**src/rtl/ram_burst_master.sv**
```systemverilog
// Burst initiator for a 512x8 single-port RAM: one command becomes a run of
// single-cycle RAM accesses, with write data in and read data out on valid/ready.
`timescale 1ns/1ps
module ram_burst_master #(
  parameter int DATA_W = 8,
  parameter int ADDR_W = 9
) (
  input  logic              clk,
  input  logic              rst_n,
  input  logic              cmd_valid,
  output logic              cmd_ready,
  input  logic              cmd_write,
  input  logic [ADDR_W-1:0] cmd_addr,
  input  logic [ADDR_W-1:0] cmd_len,
  input  logic              wr_valid,
  output logic              wr_ready,
  input  logic [DATA_W-1:0] wr_data,
  output logic              rd_valid,
  input  logic              rd_ready,
  output logic [DATA_W-1:0] rd_data,
  output logic              busy,
  output logic              done,
  output logic [DATA_W-1:0] ram_in,
  output logic              ram_load,
  output logic [ADDR_W-1:0] ram_address,
  input  logic [DATA_W-1:0] ram_out
);

  // state | meaning
  // IDLE  | waiting for a command, cmd_ready high
  // WRITE | one RAM write per accepted wr beat
  // READ  | fetch into rd_data while the output slot is free or draining
  // DONE  | one-cycle completion pulse
  typedef enum logic [1:0] {IDLE, WRITE, READ, DONE} state_t;

  localparam int CW = ADDR_W + 1;

  state_t            state;
  logic [ADDR_W-1:0] addr;
  logic [CW-1:0]     cnt;
  logic              fetch;

  assign cmd_ready   = (state == IDLE);
  assign wr_ready    = (state == WRITE);
  assign ram_load    = (state == WRITE) && wr_valid;
  assign ram_address = addr;
  assign ram_in      = wr_data;
  assign busy        = (state != IDLE);
  assign done        = (state == DONE);
  assign fetch       = (state == READ) && (cnt != '0) && (!rd_valid || rd_ready);

  always_ff @(posedge clk or negedge rst_n) begin
    if (!rst_n) begin
      state    <= IDLE;
      addr     <= '0;
      cnt      <= '0;
      rd_valid <= 1'b0;
      rd_data  <= '0;
    end else begin
      case (state)
        IDLE: begin
          if (cmd_valid) begin
            addr  <= cmd_addr;
            cnt   <= CW'(cmd_len) + CW'(1);
            state <= cmd_write ? WRITE : READ;
          end
        end
        WRITE: begin
          if (wr_valid) begin
            addr <= addr + ADDR_W'(1);
            cnt  <= cnt - CW'(1);
            if (cnt == CW'(1)) state <= DONE;
          end
        end
        READ: begin
          if (fetch) begin
            rd_data  <= ram_out;
            rd_valid <= 1'b1;
            addr     <= addr + ADDR_W'(1);
            cnt      <= cnt - CW'(1);
          end else if (rd_ready) begin
            rd_valid <= 1'b0;
            // with nothing left to fetch, the last word leaving ends the burst
            if (cnt == '0 && rd_valid) state <= DONE;
          end
        end
        DONE:    state <= IDLE;
        default: state <= IDLE;
      endcase
    end
  end

endmodule

```
**config.mk**
```make
export PLATFORM = sky130hd
export DESIGN_NAME = ram_burst_master
export DESIGN_NICKNAME = d
export VERILOG_FILES = /design/src/rtl/ram_burst_master.sv
export SDC_FILE = /design/constraint.sdc
export NUM_CORES = 1
export LEC_CHECK = 0
export ABC_AREA = 1
export CAP_MARGIN = 20
export CORE_MARGIN = 1
export CORE_UTILIZATION = 45
export CTS_CLUSTER_DIAMETER = 100
export DETAILED_ROUTE_END_ITERATION = 12
export HOLD_SLACK_MARGIN = 0.1
export PLACE_DENSITY = 0.81
export SLEW_MARGIN = 20
export SYNTH_ARGS = -nofsm -noshare
export SYNTH_HDL_FRONTEND = slang
export SYNTH_SLANG_ARGS = --single-unit
```
**constraint.sdc**
```tcl
create_clock -name clk -period 2.44 [get_ports clk]
set_input_delay 0.488 -clock clk [delete_from_list [all_inputs] [get_ports clk]]
set_output_delay 0.488 -clock clk [all_outputs]
set_load 0.1 [all_outputs]
```
==> report_table.html <==
<table>
<tr><th>Metric</th><th>Value</th></tr>
<tr><th colspan="2">STA</th></tr>
<tr><td>Setup skew after layout</td><td>4.53 ps</td></tr>
<tr><td>Final number of setup-violating endpoints</td><td>0</td></tr>
<tr><td>Fin Setup TNS</td><td>0 ps</td></tr>
<tr><td>Peak Freq</td><td>0.527 GHz</td></tr>
<tr><td>Final worst-path cycle share</td><td>0.778</td></tr>
<tr><td>Worst slew pin tran</td><td>557 ps</td></tr>
<tr><td>Worst-case headroom to the max-slew limit</td><td>0.628</td></tr>
<tr><td>Count of final max-slew check failures</td><td>0</td></tr>
<tr><td>RSZ-0062 raised after global routing</td><td>false</td></tr>
<tr><td>Crit path time final</td><td>1900 ps</td></tr>
<tr><td>Hold violation count in the final report</td><td>0</td></tr>
<tr><th colspan="2">Critical path</th></tr>
<tr><td>Worst EP required</td><td>1950 ps</td></tr>
<tr><td>Crit-path leading delay family</td><td>flip-flops</td></tr>
<tr><td>WP data arrival</td><td>1410 ps</td></tr>
<tr><td>Cell with the largest stage delay on the worst path</td><td>sky130_fd_sc_hd__dfrtp_1</td></tr>
<tr><td>Reg-to-reg slack, setup</td><td>580 ps</td></tr>
<tr><td>Largest fanout on the critical path</td><td>5</td></tr>
<tr><td>Crit path top cell by count</td><td>sky130_fd_sc_hd__inv_1</td></tr>
<tr><td>Worst Setup Start Kind</td><td>register</td></tr>
<tr><td>Largest stage delay, worst path</td><td>420 ps</td></tr>
<tr><td>Kind of critical path</td><td>register to output port</td></tr>
<tr><td>Buffer and inverter count on the worst path</td><td>3</td></tr>
<tr><td>Chain of cells forming the critical path</td><td>inv_1 &gt; ha_2 &gt; nand2_1 &gt; inv_1 &gt; buf_12</td></tr>
<tr><td>Nature of the critical path endpoint</td><td>output port</td></tr>
<tr><th colspan="2">Clock network</th></tr>
<tr><td>H-tree levels</td><td>2</td></tr>
<tr><td>Buffer depth of the longest clock path</td><td>2</td></tr>
<tr><td>Post-CTS Resized</td><td>0</td></tr>
<tr><td>Total of hold buffers inserted after clock tree synthesis</td><td>0</td></tr>
<tr><td>TritonCTS clock tree</td><td>yes</td></tr>
<tr><td>Source-to-sink clock delay at the later pin of the worst-skew pair</td><td>290 ps</td></tr>
<tr><td>Clk Tree Root Cell</td><td>sky130_fd_sc_hd__clkbuf_8</td></tr>
<tr><td>Clock slew at reported path FFs</td><td>70 ps</td></tr>
<tr><td>Number of post-CTS setup repair buffers</td><td>0</td></tr>
<tr><td>Inserted Clock Buffers</td><td>5</td></tr>
<tr><td>Number of clock sinks</td><td>30</td></tr>
<tr><th colspan="2">Global routing</th></tr>
<tr><td>Largest net degree at the start of global routing</td><td>31</td></tr>
<tr><td>Overflow left after global routing</td><td>0</td></tr>
<tr><td>Number of global-route vias before repair</td><td>1987</td></tr>
<tr><td>Number of antenna violations at the first check in global routing</td><td>0</td></tr>
<tr><td>Wire length of the first global-routing pass</td><td>8.60 mm</td></tr>
<tr><td>GRT Util Overall</td><td>0.215</td></tr>
<tr><th colspan="2">Final layout</th></tr>
<tr><td>Ratio of cells with drive above 1 in the final layout</td><td>0.134</td></tr>
<tr><td>Leading cell types in the layout, fill and taps excluded</td><td>sky130_fd_sc_hd__nand2_1 (126), sky130_fd_sc_hd__nand3_1 (35), sky130_fd_sc_hd__inv_1 (33)</td></tr>
<tr><td>Final net count</td><td>415</td></tr>
<tr><td>Antenna diodes</td><td>0</td></tr>
<tr><td>P&amp;R area growth vs syn</td><td>25.8%</td></tr>
<tr><td>Most common cell after layout, fill and taps aside</td><td>sky130_fd_sc_hd__nand2_1</td></tr>
<tr><th colspan="2">Run status</th></tr>
<tr><td>Violated checks</td><td>design-rule violations</td></tr>
<tr><td>Run status</td><td>finished with violations</td></tr>
<tr><th colspan="2">Synth</th></tr>
<tr><td>Mean cell area of the mapped netlist</td><td>6.81 um^2</td></tr>
<tr><td>Total of flip-flops plus latches after synthesis</td><td>30</td></tr>
<tr><td>Nets in the synthesized netlist</td><td>367</td></tr>
<tr><td>Count of cell types in the netlist</td><td>29</td></tr>
<tr><td>Synthesized netlist cell count</td><td>318</td></tr>
<tr><td>Portion of the post-synthesis area used by sequential elements</td><td>0.347</td></tr>
<tr><td>Yosys warns</td><td>0</td></tr>
<tr><td>Mapped cell area</td><td>0.00216 mm^2</td></tr>
<tr><th colspan="2">Floorplan</th></tr>
<tr><td>Die width</td><td>71.4 um</td></tr>
<tr><td>Effective utilization at floorplan</td><td>0.484</td></tr>
<tr><td>Overall die height</td><td>71.4 um</td></tr>
<tr><td>Number of top-level pins</td><td>71</td></tr>
<tr><td>Core area</td><td>0.00447 mm^2</td></tr>
<tr><td>Number of rows in the core area</td><td>24</td></tr>
<tr><td>DIE AREA</td><td>0.00509 mm^2</td></tr>
<tr><th colspan="2">Detailed routing</th></tr>
<tr><td>Post-detailed-routing wire length</td><td>4.91 mm</td></tr>
<tr><td>Length of the first detailed-routing pass in iterations</td><td>8</td></tr>
<tr><td>Vias per Instance</td><td>4.97</td></tr>
<tr><td>DRT antenna net count</td><td>0</td></tr>
<tr><td>Wire length per cell after detailed routing</td><td>11.7 um</td></tr>
<tr><td>Count of unresolved DRC violations after routing</td><td>3</td></tr>
<tr><td>Via count</td><td>2083</td></tr>
<tr><td>DRC marker count from the first detailed-route iteration</td><td>122</td></tr>
<tr><th colspan="2">Worst hold path</th></tr>
<tr><td>Type of the most critical hold path</td><td>register to register</td></tr>
<tr><th colspan="2">Place</th></tr>
<tr><td>Estimated wirelength of the detail-placed design</td><td>3.60 mm</td></tr>
<tr><td>Final Wtd Congestion</td><td>0.801</td></tr>
<tr><td>Port buffer count</td><td>54</td></tr>
<tr><th colspan="2">Run</th></tr>
<tr><td>Number of max-cap violations</td><td>0</td></tr>
</table>
==> state kept, by name, summed over array words and instances (netlist names) <==
name / cells
cnt: 10
rd_data: 8
rd_valid: 1
ram_address: 9
state: 2
==> metal layers <==
layer | share of wire | wire length [um] | vias up | global-route usage
met2 | 0.50 | 2450 | 39 | 0.356
met4 | 0.012 | 61 | 0 | 0.0733
met1 | 0.45 | 2200 | 948 | 0.277
met3 | 0.040 | 196 | 7 | 0.0492
li1 | - | - | 1089 | -
met5 | 0 | 0 | - | 0
==> final cells by class <==
cell class                      instances  area, um^2
Sequential cell                        30         751
Timing Repair Buffer                   57         518
Tap cell                               52        65.1
Multi-Input combinational cell        238        1170
Clock buffer                            5        68.8
Fill cell                             410        1750
Inverter                               34         128
Clock inverter                          3        21.3
==> worst register-to-register path: stages (launching register included) <==
cell and delay (ps):
sky130_fd_sc_hd__dfrtp_1 420, sky130_fd_sc_hd__inv_1 110, sky130_fd_sc_hd__ha_2 280, sky130_fd_sc_hd__inv_1 350, sky130_fd_sc_hd__buf_4 250, sky130_fd_sc_hd__nor2_1 60
sky130_fd_sc_hd__o21ai_0 80, sky130_fd_sc_hd__nand2_1 70, sky130_fd_sc_hd__nand3_1 80, sky130_fd_sc_hd__nand2_1 70
==> cell usage after synthesis, drive strengths merged <==
cell	instances	share of area
o21bai	2	0.0069
inv	34	0.059
nor3b	1	0.0035
a21oi	6	0.016
xnor2	2	0.0081
clkbuf	4	0.0069
nor2	21	0.039
buf	12	0.048
nand4	3	0.0087
dfrtp	30	0.35
o21a	1	0.0035
o22ai	1	0.0058
o21ai	22	0.056
xor2	1	0.0040
ha	9	0.052
a31oi	1	0.0029
nand2	132	0.24
nand3	36	0.089
==> cells by family (layout without fill, tap and decap cells) <==
| group | Yosys count | after routing | share of synthesized area |
|---|---|---|---|
| and+or+nand+nor | 193 | 193 | 0.384 |
| buffers and inverters | 50 | 99 | 0.114 |
| DFF | 30 | 30 | 0.347 |
| AOI/OAI and AO/OA | 33 | 33 | 0.0908 |
| xor gates and xnor gates | 3 | 3 | 0.0121 |
| adders and majority gates | 9 | 9 | 0.0520 |
==> stage by stage <==
step,setup slack [ps],util,instance area [um^2],hold slack [ps],cells
CTS,544,0.609,2720,479,419
floorplan,131,-,2170,192,318
global placement,457,0.589,2630,456,411
finish,542,0.609,2720,478,419
detailed placement,442,0.589,2630,463,411
global route,414,0.609,2720,517,419
==> path summary, 6_finish.rpt <==
path	start	to	cells past startpoint
setup / recovery	state[1]	ram_load	5
hold / removal	cnt[1]	cnt[1]	2
setup reg to reg	state[1]	ram_address[3]	9
hold reg to reg	cnt[1]	cnt[1]	2
max in group asynchronous	rst_n	rd_data[3]	2
min in group asynchronous	rst_n	cnt[4]	2
Power is left out: the tool's default activity adds up to more than one toggle a clock period on the data nets, which glitch-free logic cannot reach.
